File: config.mk
export PLATFORM = sky130hd
export DESIGN_NAME = mem_port_arbiter_flat
export DESIGN_NICKNAME = d
export VERILOG_FILES = /design/src/rtl/mem_port_arbiter_if.sv /design/src/rtl/mem_port_arbiter.sv /design/src/flat_wrapper.sv
export SDC_FILE = /design/constraint.sdc
export NUM_CORES = 1
export LEC_CHECK = 0
export ABC_AREA = 1
export ABC_CLOCK_PERIOD_IN_PS = 1700
export CAP_MARGIN = 30
export CORE_AREA = 2 2 107 109
export CTS_CLUSTER_DIAMETER = 200
export DETAILED_ROUTE_END_ITERATION = 16
export DIE_AREA = 0 0 109 111
export RECOVER_POWER = 50
export SYNTH_ARGS = -nofsm -noshare
export SYNTH_HDL_FRONTEND = slang
export SYNTH_SLANG_ARGS = --single-unit
File: constraint.sdc
create_clock -name clk -period 1.7 [get_ports clk]
set_clock_uncertainty 0.1 [all_clocks]
set_input_delay 0.255 -clock clk [delete_from_list [all_inputs] [get_ports clk]]
set_output_delay 0.255 -clock clk [all_outputs]
set_load 0.1 [all_outputs]
File: src/rtl/mem_port_arbiter_if.sv
// Bus bundle between the fetch/load-store requesters, the arbiter and the memory macro.
// The slave modport is the arbiter's view; master is the environment (pipeline + memory) view.
interface mem_port_arbiter_if #(
  parameter int XLEN = 32
);
  logic              i_req;
  logic [XLEN-1:0]   i_addr;
  logic              i_gnt;
  logic              i_rvalid;
  logic [XLEN-1:0]   i_rdata;

  logic              d_req;
  logic              d_we;
  logic [XLEN-1:0]   d_addr;
  logic [XLEN-1:0]   d_wdata;
  logic [XLEN/8-1:0] d_wstrb;
  logic              d_gnt;
  logic              d_rvalid;
  logic [XLEN-1:0]   d_rdata;

  logic              m_req;
  logic              m_we;
  logic [XLEN-1:0]   m_addr;
  logic [XLEN-1:0]   m_wdata;
  logic [XLEN/8-1:0] m_wstrb;
  logic [XLEN-1:0]   m_rdata;

  modport slave (
    input  i_req, i_addr,
    input  d_req, d_we, d_addr, d_wdata, d_wstrb,
    input  m_rdata,
    output i_gnt, i_rvalid, i_rdata,
    output d_gnt, d_rvalid, d_rdata,
    output m_req, m_we, m_addr, m_wdata, m_wstrb
  );

  modport master (
    output i_req, i_addr,
    output d_req, d_we, d_addr, d_wdata, d_wstrb,
    output m_rdata,
    input  i_gnt, i_rvalid, i_rdata,
    input  d_gnt, d_rvalid, d_rdata,
    input  m_req, m_we, m_addr, m_wdata, m_wstrb
  );
endinterface

File: src/rtl/mem_port_arbiter.sv
// Arbitrates the single-ported unified memory between fetch (I) and load/store (D).
// D wins contention unless I has lost STARVE_MAX times in a row; one access in flight at a time.
module mem_port_arbiter #(
  parameter int XLEN       = 32,
  parameter int MEM_LAT    = 2,
  parameter int STARVE_MAX = 4
) (
  input  logic                clk,
  input  logic                reset,
  mem_port_arbiter_if.slave   bus,
  output logic                busy
);

  localparam int         SW         = XLEN / 8;
  localparam logic [2:0] LAT_LOAD   = 3'(MEM_LAT);
  localparam logic [3:0] STARVE_LIM = 4'(STARVE_MAX);

  typedef enum logic {
    S_IDLE = 1'b0,
    S_WAIT = 1'b1
  } state_t;

  state_t          r_state;
  state_t          w_state_next;
  logic [2:0]      r_lat_cnt;
  logic [2:0]      w_lat_next;
  logic [3:0]      r_starve_cnt;
  logic [3:0]      w_starve_next;
  logic            r_owner_d;
  logic            w_owner_next;
  logic            r_i_rvalid;
  logic            r_d_rvalid;
  logic            r_busy;

  logic            w_i_gnt;
  logic            w_d_gnt;
  logic            w_m_req;
  logic            w_m_we;
  logic [XLEN-1:0] w_m_addr;
  logic [XLEN-1:0] w_m_wdata;
  logic [SW-1:0]   w_m_wstrb;
  logic            w_d_wins;

  // Next-state, arbitration and memory command decode.
  always_comb begin
    w_state_next  = r_state;
    w_lat_next    = r_lat_cnt;
    w_starve_next = r_starve_cnt;
    w_owner_next  = r_owner_d;
    w_i_gnt       = 1'b0;
    w_d_gnt       = 1'b0;
    w_m_req       = 1'b0;
    w_m_we        = 1'b0;
    w_m_addr      = {XLEN{1'b0}};
    w_m_wdata     = {XLEN{1'b0}};
    w_m_wstrb     = {SW{1'b0}};
    w_d_wins      = bus.d_req && !(bus.i_req && (r_starve_cnt == STARVE_LIM));

    if (reset) begin
      w_state_next  = S_IDLE;
      w_lat_next    = 3'd0;
      w_starve_next = 4'd0;
      w_owner_next  = 1'b0;
    end else begin
      case (r_state)
        S_IDLE: begin
          if (w_d_wins) begin
            w_d_gnt      = 1'b1;
            w_m_req      = 1'b1;
            w_m_we       = bus.d_we;
            w_m_addr     = bus.d_addr;
            w_m_wdata    = bus.d_wdata;
            w_m_wstrb    = bus.d_wstrb;
            w_state_next = S_WAIT;
            w_lat_next   = LAT_LOAD;
            w_owner_next = 1'b1;
            // Only a loss suffered by a waiting fetch counts towards starvation.
            if (bus.i_req) begin
              if (r_starve_cnt >= STARVE_LIM) begin
                w_starve_next = STARVE_LIM;
              end else begin
                w_starve_next = r_starve_cnt + 4'd1;
              end
            end else begin
              w_starve_next = r_starve_cnt;
            end
          end else if (bus.i_req) begin
            w_i_gnt       = 1'b1;
            w_m_req       = 1'b1;
            w_m_addr      = bus.i_addr;
            w_state_next  = S_WAIT;
            w_lat_next    = LAT_LOAD;
            w_owner_next  = 1'b0;
            w_starve_next = 4'd0;
          end else begin
            w_state_next = S_IDLE;
          end
        end
        S_WAIT: begin
          if (r_lat_cnt <= 3'd1) begin
            w_state_next = S_IDLE;
            w_lat_next   = 3'd0;
          end else begin
            w_state_next = S_WAIT;
            w_lat_next   = r_lat_cnt - 3'd1;
          end
        end
        default: begin
          w_state_next = S_IDLE;
          w_lat_next   = 3'd0;
        end
      endcase
    end
  end

  // State, counters and the registered response/busy flags.
  // rvalid is set on the edge that brings lat_cnt to 1, so it is high exactly while lat_cnt == 1.
  always_ff @(posedge clk) begin
    if (reset) begin
      r_state      <= S_IDLE;
      r_lat_cnt    <= 3'd0;
      r_starve_cnt <= 4'd0;
      r_owner_d    <= 1'b0;
      r_i_rvalid   <= 1'b0;
      r_d_rvalid   <= 1'b0;
      r_busy       <= 1'b0;
    end else begin
      r_state      <= w_state_next;
      r_lat_cnt    <= w_lat_next;
      r_starve_cnt <= w_starve_next;
      r_owner_d    <= w_owner_next;
      r_i_rvalid   <= (w_state_next == S_WAIT) && (w_lat_next == 3'd1) && !w_owner_next;
      r_d_rvalid   <= (w_state_next == S_WAIT) && (w_lat_next == 3'd1) &&  w_owner_next;
      r_busy       <= (w_state_next == S_WAIT);
    end
  end

  assign bus.i_gnt    = w_i_gnt;
  assign bus.d_gnt    = w_d_gnt;
  assign bus.m_req    = w_m_req;
  assign bus.m_we     = w_m_we;
  assign bus.m_addr   = w_m_addr;
  assign bus.m_wdata  = w_m_wdata;
  assign bus.m_wstrb  = w_m_wstrb;
  assign bus.i_rvalid = r_i_rvalid;
  assign bus.d_rvalid = r_d_rvalid;
  assign bus.i_rdata  = bus.m_rdata;
  assign bus.d_rdata  = bus.m_rdata;
  assign busy         = r_busy;

endmodule

File: src/flat_wrapper.sv
// flat-port wrapper written by rule: the top's interface ports become plain ports
module mem_port_arbiter_flat 
#(
  parameter int XLEN       = 32,
  parameter int MEM_LAT    = 2,
  parameter int STARVE_MAX = 4
)
  (clk, reset, busy, bus_i_req, bus_i_addr, bus_d_req, bus_d_we, bus_d_addr, bus_d_wdata, bus_d_wstrb, bus_m_rdata, bus_i_gnt, bus_i_rvalid, bus_i_rdata, bus_d_gnt, bus_d_rvalid, bus_d_rdata, bus_m_req, bus_m_we, bus_m_addr, bus_m_wdata, bus_m_wstrb);
  mem_port_arbiter_if #(.XLEN(XLEN)) bus_i ();
  input  logic clk;
  input  logic reset;
  output logic busy;
  input wire logic [$bits(bus_i.i_req)-1:0] bus_i_req;
  input wire logic [$bits(bus_i.i_addr)-1:0] bus_i_addr;
  input wire logic [$bits(bus_i.d_req)-1:0] bus_d_req;
  input wire logic [$bits(bus_i.d_we)-1:0] bus_d_we;
  input wire logic [$bits(bus_i.d_addr)-1:0] bus_d_addr;
  input wire logic [$bits(bus_i.d_wdata)-1:0] bus_d_wdata;
  input wire logic [$bits(bus_i.d_wstrb)-1:0] bus_d_wstrb;
  input wire logic [$bits(bus_i.m_rdata)-1:0] bus_m_rdata;
  output wire logic [$bits(bus_i.i_gnt)-1:0] bus_i_gnt;
  output wire logic [$bits(bus_i.i_rvalid)-1:0] bus_i_rvalid;
  output wire logic [$bits(bus_i.i_rdata)-1:0] bus_i_rdata;
  output wire logic [$bits(bus_i.d_gnt)-1:0] bus_d_gnt;
  output wire logic [$bits(bus_i.d_rvalid)-1:0] bus_d_rvalid;
  output wire logic [$bits(bus_i.d_rdata)-1:0] bus_d_rdata;
  output wire logic [$bits(bus_i.m_req)-1:0] bus_m_req;
  output wire logic [$bits(bus_i.m_we)-1:0] bus_m_we;
  output wire logic [$bits(bus_i.m_addr)-1:0] bus_m_addr;
  output wire logic [$bits(bus_i.m_wdata)-1:0] bus_m_wdata;
  output wire logic [$bits(bus_i.m_wstrb)-1:0] bus_m_wstrb;
  assign bus_i.i_req = bus_i_req;
  assign bus_i.i_addr = bus_i_addr;
  assign bus_i.d_req = bus_d_req;
  assign bus_i.d_we = bus_d_we;
  assign bus_i.d_addr = bus_d_addr;
  assign bus_i.d_wdata = bus_d_wdata;
  assign bus_i.d_wstrb = bus_d_wstrb;
  assign bus_i.m_rdata = bus_m_rdata;
  assign bus_i_gnt = bus_i.i_gnt;
  assign bus_i_rvalid = bus_i.i_rvalid;
  assign bus_i_rdata = bus_i.i_rdata;
  assign bus_d_gnt = bus_i.d_gnt;
  assign bus_d_rvalid = bus_i.d_rvalid;
  assign bus_d_rdata = bus_i.d_rdata;
  assign bus_m_req = bus_i.m_req;
  assign bus_m_we = bus_i.m_we;
  assign bus_m_addr = bus_i.m_addr;
  assign bus_m_wdata = bus_i.m_wdata;
  assign bus_m_wstrb = bus_i.m_wstrb;
  mem_port_arbiter #(.XLEN(XLEN), .MEM_LAT(MEM_LAT), .STARVE_MAX(STARVE_MAX)) u_core (.clk(clk), .reset(reset), .bus(bus_i), .busy(busy));
endmodule
**Word-level counts from Yosys, hierarchy flattened**

Index checks and enable logic that the tools add are counted.

- Output and inout port bits: 139
- Register bits: 11
- Input port bits: 137

- Equal/unequal tests: 2
- Bitwise operators: 1
- Multiplexer cells: 39
- Order comparisons: 2
- Add/sub/neg operators: 2
- Reductions and logical operators: 8

Operator list:

| kind | count |
|---|---|
| 2-to-1 mux 32 bit | 7 |
| 2-to-1 mux 4 bit | 7 |
| 2-to-1 mux 1 bit | 19 |
| 2-to-1 mux 3 bit | 4 |
| one-hot mux 3 bit (2 select lines) | 1 |
| logical AND 1 bit | 5 |
| adder 4 x 1 -> 4 bit, second input constant | 1 |
| equality test 4 x 3 -> 1 bit, second input constant | 1 |
| >= comparator 4 x 3 -> 1 bit, second input constant | 1 |
| equality test 3 x 1 -> 1 bit, second input constant | 1 |
| <= comparator 3 x 1 -> 1 bit, second input constant | 1 |
| subtractor 3 x 1 -> 3 bit, second input constant | 1 |
| zero test 1 bit | 2 |
| one-hot mux 1 bit (2 select lines) | 1 |
| AND reduction 2 bit | 1 |
| inverter 1 bit | 1 |

**Depth between registers and ports, before layout**

- Depth after elaboration: 10
- Mapped depth: 10

**Least setup slack after synthesis**

No wires, ideal clock.

- Path kind: flip-flop to output port
- Start: register u_core.busy (netlist name)
- End: output bus_m_req
- Stages on the path, launching flop included: 3
- Path slack: -1.653 ns
- Data arrival time: 2.998 ns
- Path through: dfxtp_1 > buf_6 > nor3_1

RTL lines:

| what | line | RTL |
|---|---|---|
| end: declaration | flat_wrapper.sv:27 | `output wire logic [$bits(bus_i.m_req)-1:0] bus_m_req;` |

**Worst setup path after layout**

- Start: register u_core.r_starve_cnt[0]
- End: output bus_m_wdata[22]

- Longest elaborated chain between the ends: 7

RTL lines:

| what | line | RTL |
|---|---|---|
| start: declaration | mem_port_arbiter.sv:27 | `logic [3:0] r_starve_cnt;` |
| start signal: assignment | mem_port_arbiter.sv:130 | `r_starve_cnt <= w_starve_next;` |
| equality test 4 x 3 -> 1 bit | mem_port_arbiter.sv:57 | `w_d_wins = bus.d_req && !(bus.i_req && (r_starve_cnt == STARVE_LIM));` |
| logical AND 1 bit | mem_port_arbiter.sv:57 |  |
| zero test 1 bit | mem_port_arbiter.sv:57 |  |
| logical AND 1 bit | mem_port_arbiter.sv:57 |  |
| 2-to-1 mux 32 bit | mem_port_arbiter.sv:67 | `if (w_d_wins) begin` |
| 2-to-1 mux 32 bit | mem_port_arbiter.sv:65 | `case (r_state)` |
| 2-to-1 mux 32 bit | mem_port_arbiter.sv:59 | `if (reset) begin` |
| end: declaration | flat_wrapper.sv:30 | `output wire logic [$bits(bus_i.m_wdata)-1:0] bus_m_wdata;` |

Every way passes these cells.

==> reports/qor.csv <==
metric,value,unit
finalCritPeriodShare,1.23,
slowest_stage,dfxtp_2,
hold_class,register to register,
num_vias,2386,
fin_area,5650,um2
chipWidth,109,um
synth_compound_area_frac,0.0291,
hold_viol_final,0,
fin_nets,611,
crit_chain,inv_2 -> ha_4 -> nand4_1 -> nand2_2 -> inv_2 -> nand2_4 -> buf_12 -> clkbuf_16 -> nor2_4 -> buf_12,
cp-start-kind,register,
synth_fa_ha_area_frac,0.0253,
synth-xor-area-share,0,
synthArstFlopShare,0,
report.final.slew_viol_count,0,
path_max_fanout,6,
rsz0062_at_grt,true,
path_clk_slew,0.04,ns
ys_seq_area_frac,0.111,
placed_area,5130,um2
clk_latency,0.24,ns
power.switching,0.00140,W
reg2reg_from,u_core.r_starve_cnt[0],
clock_sinks,11,
pwr-share-seq,0.104,
die_area,12100,um2
area_growth,185,%
worstMarginPinSlew,0.250,ns
antenna_found_initial,0,
htree_levels,1,
synthCells,325,
powerDensity,507,nW/um2
drt-total-wl,8.56,mm
viasPerCell,3.90,
netSwitchingFraction,0.487,
synthesis.area,1980,um2
power,0.00287,W
yosys.area_share.simple,0.418,
cap_violations,0,
end_kind,output port,
r2r_setup_slack,0.30,ns
cts_tree,done,
worst-r2r-cell-count,9,
crit_family,buffers and inverters,
synth_top_family_by_area,simple AND/OR/NAND/NOR gates,
fmax,0.479,GHz
worst_slack,-0.386,ns
antenna_cells,0,
rows,39,
ant_nets,0,
required,1.34,ns
endpoint,bus_m_wdata[22],
grt_pass1_wl,12.8,mm
yosysWarnings,0,
synthMuxAreaShare,0,
path_class,register to output port,
yosysUniqueCellTypes,19,
combPwrFrac,0.742,
drc_errors,0,
fin_crit,2.09,ns
core_area,11100,um2
cts_root_buffer,clkbuf_16,
io_pins,276,
detailed_place_hpwl,6.98,mm
worstReg2RegEnd,u_core.r_starve_cnt[2],
cp.depth,10,
synth_edf_count,0,
synth_ff_type,dfxtp_1,
first_iter_violations,52,
track_usage,0.134,
ir_drop,0.000652,V
drive_above_1_share,0.542,
leakagePower,2.44,nW
final_cell_mix,"clkdlybuf4s50_1, buf_12, inv_1",
mostFrequentLayoutCell,clkdlybuf4s50_1,
grt_pass1_vias,2449,
numPortBuffers,179,
setup_viol,71,
wl_per_cell,14.0,um
firstDrtPassIters,4,
dieHeight,111,um
internal_power,0.00147,W
maxSlewHeadroom,0.833,
outcome,"finished, violations left",
numCtsBuffers,3,
gr-total-overflow,0,
violations,negative setup slack,
clockBufferDepth,2,
critPathArrivalTime,1.73,ns
grt_max_degree,15,
crit_start,u_core.r_starve_cnt[0],
syn_avg_cell_area,6.09,um2
max_stage_delay,0.33,ns
initial_utilization,0.179,
fillers,936,
gp_congestion,0.868,
synth_nets,466,
p_clk_frac,0.154,
synth_seq_cells,11,
critPathBufInv,5,
synthesized netlist by cell type (5+ instances only):
library cell / count / area, um2
nand2_1: 108 / 405
a21oi_1: 5 / 25.0
inv_2: 5 / 18.8
o21ai_0: 5 / 25.0
nand2_2: 5 / 31.3
dfxtp_1: 11 / 220
nor2_4: 20 / 225
nor2_1: 26 / 97.6
buf_6: 9 / 101
inv_1: 49 / 184
buf_4: 64 / 480
worst register-to-register path, delay by kind of cell, from the launching register on:
kind | cells | cell delay, ns
buf+inv | 4 | 0.40
flops | 1 | 0.32
simple gates | 2 | 0.19
compound gates | 2 | 0.16
fa+ha+maj | 1 | 0.13
metrics by stage:
step	hold slack (ns)	TNS [ns]	setup slack, ns	instances	util
after global placement	0.359	-28.59	-0.486	598	0.463
after global routing	0.383	-29.97	-0.452	612	0.510
after detailed placement	0.361	-30.15	-0.512	598	0.463
final	0.365	-25.10	-0.386	612	0.510
after floorplan	0.217	-11.54	-0.265	325	-
after CTS	0.366	-25.91	-0.395	607	0.493
area by class of cell:
cell class	instances	area, um2	share of cell area
inverters	54	218	0.0385
clock buffers	4	78.8	0.0140
repair buffers	212	2990	0.528
well taps	143	179	0.0317
repair inverters	3	20.0	0.00354
multi-input cells	185	1940	0.344
flip-flops and latches	11	226	0.0401
logic make-up after synthesis:
logic type / after synthesis
buffers and inverters: 129
adders and majority gates: 4
AOI/OAI and AO/OA: 11
DFF: 11
and+or+nand+nor: 170
power by group through the flow:
stage	clock network [W]	logic [W]	registers, W
4_1_cts	0.000444	0.00208	0.000297
6_report	0.000441	0.00213	0.000297
5_1_grt	0.000452	0.00221	0.000300
3_3_place_gp	0	0.00198	0.000300
2_1_floorplan	0	0.00189	0.000324
3_5_place_dp	0	0.00200	0.000301
state kept, by name (all words and copies together) (netlist names):
signal,count
u_core.r_lat_cnt,3
u_core.r_starve_cnt,4
u_core.r_owner_d,1
u_core.bus.d_rvalid,1
u_core.busy,1
u_core.bus.i_rvalid,1
per-layer routing:
layer | GRT usage | wire length (um)
met5 | 0 | 0
met2 | 0.239 | 4510
met3 | 0.0664 | 1110
met4 | 0.0222 | 68
met1 | 0.141 | 2870
worst min-delay path by stage:
stage / from / slack (ns) / cells past startpoint / end
final: u_core.r_starve_cnt[3] / 0.36 / 2 / u_core.r_starve_cnt[3]
after global routing: u_core.r_starve_cnt[3] / 0.38 / 2 / u_core.r_starve_cnt[3]
after CTS: u_core.r_starve_cnt[3] / 0.37 / 2 / u_core.r_starve_cnt[3]
after detailed placement: u_core.r_starve_cnt[3] / 0.36 / 2 / u_core.r_starve_cnt[3]
after global placement: u_core.r_starve_cnt[3] / 0.36 / 2 / u_core.r_starve_cnt[3]
after floorplan: reset / 0.22 / 1 / u_core.r_starve_cnt[1]
repair_timing:
item,CTS,global route
hold buffers,0,0
setup endpoints to repair,72,71
cloned,4,3
gates resized for setup,55,22
buffers inserted,1,2
pin swaps,3,3
No activity file was read; power rests on OpenSTA's default activity.
==> RTL change, RTL diff (same settings) <==
`XLEN` is set to 32 in 3 places; all go to 16.
--- a/src/rtl/mem_port_arbiter_if.sv
+++ b/src/rtl/mem_port_arbiter_if.sv
@@ -1,7 +1,7 @@
 // Bus bundle between the fetch/load-store requesters, the arbiter and the memory macro.
 // The slave modport is the arbiter's view; master is the environment (pipeline + memory) view.
 interface mem_port_arbiter_if #(
-  parameter int XLEN = 32
+  parameter int XLEN = 16
 );
   logic              i_req;
   logic [XLEN-1:0]   i_addr;
--- a/src/rtl/mem_port_arbiter.sv
+++ b/src/rtl/mem_port_arbiter.sv
@@ -1,7 +1,7 @@
 // Arbitrates the single-ported unified memory between fetch (I) and load/store (D).
 // D wins contention unless I has lost STARVE_MAX times in a row; one access in flight at a time.
 module mem_port_arbiter #(
-  parameter int XLEN       = 32,
+  parameter int XLEN       = 16,
   parameter int MEM_LAT    = 2,
   parameter int STARVE_MAX = 4
 ) (
--- a/src/flat_wrapper.sv
+++ b/src/flat_wrapper.sv
@@ -1,7 +1,7 @@
 // flat-port wrapper written by rule: the top's interface ports become plain ports
 module mem_port_arbiter_flat 
 #(
-  parameter int XLEN       = 32,
+  parameter int XLEN       = 16,
   parameter int MEM_LAT    = 2,
   parameter int STARVE_MAX = 4
 )
Ports: changed (10 resized); port bits go from 276 to 144. The function was not compared with the original's and may differ.
==> RTL change against the original RTL <==
The flow still finishes with violations (setup timing); global-route usage fell by 6.4 points; routed wire length shrank 48%; critical path depth is 1 higher; via count shrank 38%; synthesized area decreased by 40%; design area fell by 41%; setup slack better by 0.10 ns; total power is 33% lower; sequential cell count did not move; core utilization decreased by 21 points; critical path type unchanged; largest power group unchanged; highest routed layer unchanged.
==> RTL change: results (changes against the original RTL) <==
metric	value	unit	change
status	finished, violations left		
violations	setup timing		
viasPerCell	3.40		-13%
r2r_end	u_core.bus.d_rvalid$_SDFF_PP0_		
ys_seq_area_frac	0.186		+0.0749
synth_area_per_cell	5.83	um^2	-4.3%
vdd_drop_max	422	uV	-35%
drive_gt1_frac	0.505		-0.0365
post_cts_buffers	3		+2
crit_path_end	bus_m_addr[8]		
fillCellCount	1140		+22%
track_usage	0.0696		-0.0643
multi_input_area_share	0.319		-0.0253
setup_tns	-9.44	ns	+15.66 ns
dr_wl_met2	2300	um	-49%
wl_met3	458	um	-59%
nNonClkInverters	36		-37%
met1_usage	0.0804		-0.0607
worst-r2r-setup-slack	0.13	ns	-0.17 ns
drt_iter0_markers	37		-29%
area_growth	184	%	
vias	1484		-38%
cts_resized	22		-60%
post-route-worst-setup-slack	-0.283	ns	+0.102 ns
place.detailed.instances	424		-29%
n_all_buffers	123		-42%
wirelength	4440	um	-48%
setup_viol	37		-48%
wirelength_met1	1660	um	-42%
use_met3	0.0253		-0.0412
worstPathMaxFanout	8		+2
synth_commonest_cells	nand2_1, buf_4, inv_1, nor2_1, dfxtp_1		
p_sw	0.828	mW	-41%
multi_input_cells	119		-36%
RTL change: worst min-delay path by stage:
stage	endpoint	slack [ns]	cells after the start
after detailed placement	u_core.r_starve_cnt[0]$_SDFFE_PP0P_	0.38	2
after global routing	bus_d_rdata[12]	0.41	0
final	u_core.r_starve_cnt[3]$_SDFFE_PP0P_	0.38	2
after global placement	u_core.r_starve_cnt[0]$_SDFFE_PP0P_	0.36	2
after floorplan	u_core.r_starve_cnt[1]$_SDFFE_PP0P_	0.22	1
after CTS	u_core.r_starve_cnt[3]$_SDFFE_PP0P_	0.39	2
RTL change: power by group through the flow:
| stage | Clock, mW | Combinational, mW | Sequential [mW] |
|---|---|---|---|
| 2_1_floorplan | 0 | 1.01 | 0.324 |
| 3_3_place_gp | 0 | 1.12 | 0.298 |
| 3_5_place_dp | 0 | 1.13 | 0.299 |
| 4_1_cts | 0.440 | 1.16 | 0.295 |
| 5_1_grt | 0.456 | 1.25 | 0.296 |
| 6_report | 0.426 | 1.19 | 0.294 |
